### config.mk
export PLATFORM = sky130hd
export DESIGN_NAME = minmax_scan_engine
export DESIGN_NICKNAME = d
export VERILOG_FILES = /design/src/rtl/minmax_scan_engine.sv
export SDC_FILE = /design/constraint.sdc
export NUM_CORES = 1
export LEC_CHECK = 0
export ABC_AREA = 0
export CAP_MARGIN = 20
export CORE_MARGIN = 1
export CORE_UTILIZATION = 57
export DETAILED_ROUTE_END_ITERATION = 10
export GPL_TIMING_DRIVEN = 0
export PLACE_DENSITY = 0.87
export SETUP_SLACK_MARGIN = 0.15
export SYNTH_ARGS = -nofsm -noshare
export SYNTH_HDL_FRONTEND = slang
export SYNTH_SLANG_ARGS = --single-unit
### constraint.sdc
create_clock -name mclk -period 5.7 [get_ports mclk]
set_clock_uncertainty 0.1 [all_clocks]
set_input_delay 1.14 -clock mclk [delete_from_list [all_inputs] [get_ports mclk]]
set_output_delay 1.14 -clock mclk [all_outputs]
set_load 0.03 [all_outputs]
### src/rtl/minmax_scan_engine.sv
// Scans n words of a synchronous-read memory and reports the max or min value, its index and address.
// Defining MINMAX_SUM_EN adds a sum output holding the total of the scanned words.
module minmax_scan_engine #(
  parameter int DATA_W = 16,
  parameter int ADDR_W = 16,
  parameter int CNT_W  = 8,
  parameter int RD_LAT = 1
) (
  input  logic                     mclk,
  input  logic                     reset_n,
  input  logic                     start,
  input  logic                     mode,
  input  logic                     sgn,
  input  logic [CNT_W-1:0]         n,
  input  logic [ADDR_W-1:0]        startaddr,
  output logic                     mem_en,
  output logic [ADDR_W-1:0]        mem_addr,
  input  logic [DATA_W-1:0]        mem_rdata,
  output logic                     busy,
  output logic                     done,
  output logic [DATA_W-1:0]        result,
  output logic [CNT_W-1:0]         result_idx,
  output logic [ADDR_W-1:0]        result_addr,
`ifdef MINMAX_SUM_EN
  output logic [DATA_W+CNT_W-1:0]  sum,
`endif
  output logic                     empty
);

  typedef enum logic [1:0] {S_IDLE, S_ISSUE, S_DRAIN, S_FIN} state_t;

  localparam logic [CNT_W-1:0]  CNT_ONE  = CNT_W'(1);
  localparam logic [RD_LAT-1:0] VLD_TAIL = RD_LAT'(1) << (RD_LAT - 1);

  state_t            state, state_nxt;
  logic              mode_q, sgn_q;
  logic [CNT_W-1:0]  n_q, cnt;
  logic [ADDR_W-1:0] base;
  logic [RD_LAT-1:0] vld_sr;
  logic [CNT_W-1:0]  idx_sr [RD_LAT];
  logic              accept, last_issue, drain_last, rd_vld, gt, lt, better;
  logic [CNT_W-1:0]  rd_idx;

  assign accept     = (state == S_IDLE) && start;
  assign last_issue = (cnt == n_q - CNT_ONE);
  // Safe to finish once only the word being consumed this cycle is still in flight.
  assign drain_last = (vld_sr & ~VLD_TAIL) == '0;
  assign rd_vld     = vld_sr[RD_LAT-1];
  assign rd_idx     = idx_sr[RD_LAT-1];

  always_comb begin
    state_nxt = state;
    busy      = 1'b0;
    done      = 1'b0;
    case (state)
      S_IDLE:  if (start) state_nxt = (n == '0) ? S_FIN : S_ISSUE;
      S_ISSUE: begin
        busy = 1'b1;
        if (last_issue) state_nxt = S_DRAIN;
      end
      S_DRAIN: begin
        busy = 1'b1;
        if (drain_last) state_nxt = S_FIN;
      end
      S_FIN: begin
        busy      = 1'b1;
        done      = 1'b1;
        state_nxt = S_IDLE;
      end
      default: state_nxt = S_IDLE;
    endcase
  end

  always_comb begin
    gt = 1'b0;
    lt = 1'b0;
    if (sgn_q) begin
      gt = $signed(mem_rdata) > $signed(result);
      lt = $signed(mem_rdata) < $signed(result);
    end else begin
      gt = mem_rdata > result;
      lt = mem_rdata < result;
    end
    // Index 0 always loads; later words need a strict improvement so ties keep the earliest.
    better = (rd_idx == '0) || (mode_q ? lt : gt);
  end

  always_ff @(posedge mclk or negedge reset_n) begin
    if (!reset_n) begin
      state       <= S_IDLE;
      mode_q      <= 1'b0;
      sgn_q       <= 1'b0;
      n_q         <= '0;
      base        <= '0;
      cnt         <= '0;
      mem_en      <= 1'b0;
      mem_addr    <= '0;
      vld_sr      <= '0;
      for (int k = 0; k < RD_LAT; k++) idx_sr[k] <= '0;
      result      <= '0;
      result_idx  <= '0;
      result_addr <= '0;
      empty       <= 1'b0;
    end else begin
      state     <= state_nxt;
      vld_sr[0] <= mem_en;
      idx_sr[0] <= cnt;
      for (int k = 1; k < RD_LAT; k++) begin
        vld_sr[k] <= vld_sr[k-1];
        idx_sr[k] <= idx_sr[k-1];
      end
      if (accept) begin
        mode_q      <= mode;
        sgn_q       <= sgn;
        n_q         <= n;
        base        <= startaddr;
        cnt         <= '0;
        mem_en      <= (n != '0);
        if (n != '0) mem_addr <= startaddr;
        result      <= '0;
        result_idx  <= '0;
        result_addr <= (n == '0) ? startaddr : '0;
        empty       <= (n == '0);
      end else if (state == S_ISSUE) begin
        if (last_issue) begin
          mem_en <= 1'b0;
        end else begin
          mem_addr <= mem_addr + ADDR_W'(1);
          cnt      <= cnt + CNT_ONE;
        end
      end
      if (rd_vld && better) begin
        result      <= mem_rdata;
        result_idx  <= rd_idx;
        result_addr <= base + ADDR_W'(rd_idx);
      end
    end
  end

`ifdef MINMAX_SUM_EN
  always_ff @(posedge mclk or negedge reset_n) begin
    if (!reset_n) begin
      sum <= '0;
    end else if (accept) begin
      sum <= '0;
    end else if (rd_vld) begin
      sum <= sum + {{CNT_W{sgn_q & mem_rdata[DATA_W-1]}}, mem_rdata};
    end
  end
`endif

endmodule

Word level (Yosys, flattened, before mapping)
Index checks and enable logic that the tools add are counted.
Word-level totals
  bits in registers: 103
  output and inout port bits: 60
  word-level logic and storage cells: 71
Cells by class
  add/subtract/negate cells: 4
  magnitude comparators: 4
  equality and inequality tests: 8
  multiplexer cells: 26
  reduce and logical (&&, ||, !) cells: 15
Operators with widths (count)
  $mux W16: 9
  $mux W8: 5
  $gt A16 B16 Y1: 2
  $lt A16 B16 Y1: 2
  $add A16 B1 Y16 const B: 1
  $add A16 B8 Y16: 1
  $logic_not A8 Y1: 2
  $add A8 B1 Y8 const B: 1
  $eq A8 B8 Y1: 1
  $mux W1: 8
  $pmux W2 S4: 1
  $reduce_bool A8 Y1: 1
  $sub A8 B1 Y8 const B: 1
  $mux W2: 3
  $ne A2 B2 Y1 const B: 3
  $reduce_and A2 Y1: 3
  $reduce_bool A2 Y1: 3
  $eq A2 B2 Y1 const B: 2
  $reduce_and A3 Y1: 1
  $reduce_or A3 Y1: 1
  $eq A2 B1 Y1 const B: 1
  $logic_and A1 B1 Y1: 2
  $logic_not A2 Y1: 1
  $ne A2 B1 Y1 const B: 1
  $logic_or A1 B1 Y1: 1

Longest topological paths before layout
  depth in word-level cells: 6
  gate-level depth with buffers: 10

Worst setup path before layout
No wires, ideal clock.
  path type: in2reg
  start: input port mem_rdata[10]
  end: register result_addr[0]
  library setup time: 0.125 ns
  data arrival time: 3.244 ns
  required time: 5.475 ns
  path slack: 2.232 ns
  stages on the path: 9
  path through: ha_1 -> and3_1 -> o21ai_0 -> a21oi_1 -> nor4b_1 -> xnor2_1 -> mux2i_1 -> buf_2 -> mux2_2
Between the ends
  word-level cells in the longest chain between the ends: 6
  elaborated cells on any way between the ends: 11
  classes of those cells: order compare (4); mux (4); reduce/logical (3)
Ends and longest elaborated chain
  from (decl): line 18  | input logic [DATA_W-1:0] mem_rdata,
  $gt A16 B16 Y1, or another cell as far along: line 81  | gt = mem_rdata > result;
  $mux W1: line 77  | if (sgn_q) begin
  $mux W1 (*): line 85  | better = (rd_idx == '0) || (mode_q ? lt : gt);
  $logic_or A1 B1 Y1 (*): line 85
  $logic_and A1 B1 Y1 (*): line 132  | if (rd_vld && better) begin
  $mux W16 / $reduce_bool A2 Y1 (equally long branches)
  to (signal assigned): line 122  | result_addr <= (n == '0) ? startaddr : '0;
  to (signal assigned): line 135  | result_addr <= base + ADDR_W'(rd_idx);
  to (decl): line 23  | output logic [ADDR_W-1:0] result_addr,
Mark *: on every way between the ends. The rest lies on a longest branch, timed or not.
A chain may end at the register's enable or synchronous reset.

Final worst setup path
  start: input port mem_rdata[15]
  end: register result_addr[0]
The elaborated chain is that of the path after synthesis.

==> impl_metrics.py <==
metrics = {
    "sta": {
        "hold_viol_final": 0,
        "tightest_slew_ns": 0.7995,
        "slew_headroom_pct": 46.50,
        "fmax_mhz": 257.8,
        "hold_slack_ns": 0.2905,
        "slew_violations": 0,
        "min_period_over_period_pct": 68.06,
        "fin_setup_tns_ns": 0,
        "setup_viol": 0,
        "fin_crit_ns": 3.879,
        "rsz0062_at_grt": "no",
    },
    "finish": {
        "layout.cells.non_filler": 873,
        "drive_gt1_share_pct": 4.595,
        "utilization_pct": 73.24,
        "n_antenna_cell": 0,
        "syn_to_final_growth_pct": 24.52,
        "final_common_cell": "nand2_1",
        "final_nets": 813,
        "mostFrequentLayoutCells": "nand2_1 (121), dfrtp_1 (103), clkdlybuf4s50_1 (103), inv_1 (54), mux2i_1 (43)",
    },
    "worst_hold_path": {
        "hold_path.class": "reg2reg",
    },
    "detailed_routing": {
        "post-route-drc-count": 0,
        "drt-total-wl_um": 14880,
        "num_vias": 5083,
        "dr.pass1.iters": 5,
        "postRouteAntennaNets": 0,
        "drtIter0Drc": 295,
        "wl_per_cell_um": 17.04,
        "vias_per_cell": 5.822,
    },
    "die": {
        "die_y_um": 102.7,
        "core_area_mm2": 0.009819,
        "row_count": 36,
        "initial_core_util_pct": 58.82,
        "die_x_um": 102.7,
        "io_pins": 105,
        "die_area_mm2": 0.01054,
    },
    "worst_setup_path": {
        "crit_path_max_fanout": 10,
        "timing.critical_path.max_delay_family": "buffers and inverters",
        "worst_ep_arrival_time_ns": 4.05,
        "critical_path_class": "in2reg",
        "required_ns": 5.87,
        "critPathMaxStageDelay_ns": 0.45,
        "cp_num_buf_inv": 2,
        "critPathCaptureType": "flop",
        "crit_path_start_kind": "primary input",
        "crit_path_top_delay_cell": "clkdlybuf4s50_1",
        "crit_chain": "clkdlybuf4s50_1, ha_1, nand4_1, a2111oi_0, nor4b_1, xnor2_1, mux2i_1, buf_2, mux2_2",
    },
    "placement": {
        "port_buffers": 104,
        "dp_cells": 857,
        "dp_hpwl_um": 11210,
        "routabilityCongestion": 0.8724,
    },
    "global_routing": {
        "gr-usage-all-layers_pct": 29.96,
        "grt_pass1_wl_um": 23910,
        "antenna_found_initial": 0,
        "grt_pass1_vias": 4974,
        "grt_overflow": 0,
        "grt_max_degree": 62,
    },
    "cts": {
        "clockRootBuffer": "clkbuf_8",
        "insertion_delay_ns": 0.38,
        "clock_sinks": 103,
        "cts_tree": "done",
        "h-tree-depth": 3,
        "cts-resized-gates": 0,
        "postCtsHoldBufs": 0,
        "numCtsBuffers": 9,
        "clk_pin_slew_ns": 0.11,
        "post_cts_buffers": 0,
        "clock_path_buffers": 2,
    },
    "synth": {
        "synthFlopType": "dfrtp_1",
        "syn_inst": 619,
        "syn_avg_cell_area_um2": 9.330,
        "syn-cell-area_mm2": 0.005776,
        "yosysTopAreaCell": "dfrtp_1",
        "seq_area_frac_synth_pct": 44.63,
        "synth-edff-count": 0,
        "yosysUniqueCellTypes": 60,
        "ys_warn_count": 0,
        "synthTopCellsByArea": "dfrtp_1 (45%), nand2_1 (7.9%), mux2i_1 (7.5%)",
        "syn_nets": 697,
        "synth_top_area_share_pct": 44.63,
        "async_reset_ff_share_pct": 100.0,
        "ys_seq_elements": 103,
    },
    "job": {
        "max-cap-violations": 0,
    },
    "pwr": {
        "vdd_drop_max_uv": 373.9,
        "cellLeakagePower_nw": 3.323,
        "p_total_mw": 4.163,
        "cellPowerDensity_mw_per_mm2": 578.9,
    },
    "outcome": {
        "status": "finished clean",
    },
}
path summary, 6_finish.rpt:
| kind | start | end | slack, ns | depth (start not counted) |
|---|---|---|---|---|
| setup / recovery | mem_rdata[15] | result_addr[0] | 1.82 | 9 |
| hold / removal | cnt[5] | idx_sr[5] | 0.29 | 0 |
| setup reg to reg | n_q[0] | mem_addr[10] | 2.47 | 10 |
| hold reg to reg | cnt[5] | idx_sr[5] | 0.29 | 0 |
| max in group asynchronous | reset_n | cnt[2] | 4.08 | 2 |
| min in group asynchronous | reset_n | result_addr[12] | 0.72 | 1 |
power by group:
part	total (mW)	switching (mW)	internal, mW
clock	0.446	0.278	0.168
combinational	2.40	1.39	1.01
sequential	1.32	0.286	1.03
Yosys cell counts (2+ instances only):
master      n
nor2b_1     7
o311ai_0    7
inv_1      54
dfrtp_1   103
a21o_1      5
buf_1       4
o21ai_0    15
o22ai_1     3
o211ai_1   10
mux2i_1    43
nand2b_1    7
nand2_1   121
nor2_1     20
nand3_1     9
o32ai_1     2
xor2_1      9
xnor2_1    15
buf_2       6
or3_1       5
o21a_1      3
clkbuf_1   17
nor3b_1     2
o31ai_1     6
and3_1      7
a21oi_1    26
nand4_1    13
a31oi_1     4
o31a_1      3
nand3b_1    2
nor4_1      5
or4_1       4
ha_1       32
and2_1      2
nor3_1     22
worst register-to-register path, stage by stage, from the launching register on:
cell       delay (ns)
dfrtp_1          0.45
inv_1            0.10
ha_1             0.22
or3b_1           0.39
or4_4            0.51
a2111oi_4        0.41
o211ai_4         0.17
and2_4           0.19
buf_6            0.13
a21oi_4          0.29
o21ai_0          0.15
kinds of logic (layout without fill, tap and decap cells):
family / Yosys count / in the layout / synth area share [%]
xor+xnor: 24 / 24 / 3.640
mux: 44 / 44 / 7.647
compound gates: 98 / 98 / 12.02
buf+inv: 82 / 203 / 5.589
flops: 103 / 103 / 44.63
fa+ha+maj: 33 / 33 / 7.279
simple gates: 235 / 235 / 19.19
metrics by stage:
stage	cell area, um2	setup slack (ns)
after floorplan	5776	2.232
after global placement	6983	-0.4162
after detailed placement	7000	1.451
after CTS	7192	1.824
after global routing	7192	1.657
final	7192	1.821
registers in the layout (all words and copies together), names as in the netlist, 2 cells and up:
signal	cells
n_q	8
result_idx	8
state	2
base	16
result	16
mem_addr	16
idx_sr	8
result_addr	16
cnt	8
layout make-up:
| cell class | count | area [um2] |
|---|---|---|
| buffer | 28 | 120.1 |
| clock buffer | 9 | 123.9 |
| clock inverter | 7 | 67.56 |
| fill | 739 | 2628 |
| inverter | 54 | 202.7 |
| multi-input combinational | 434 | 2875 |
| sequential | 103 | 2577 |
| tap | 133 | 166.4 |
| timing repair buffer | 105 | 1059 |
layer usage:
metal | global-route usage (%) | wire (um) | up-vias
met1 | 38.03 | 6209 | 2440
met4 | 12.09 | 331 | 0
met2 | 51.54 | 7378 | 239
met5 | 0 | 0 | -
li1 | - | - | 2371
met3 | 4.407 | 960 | 33
(Power assumes the default switching activity.)
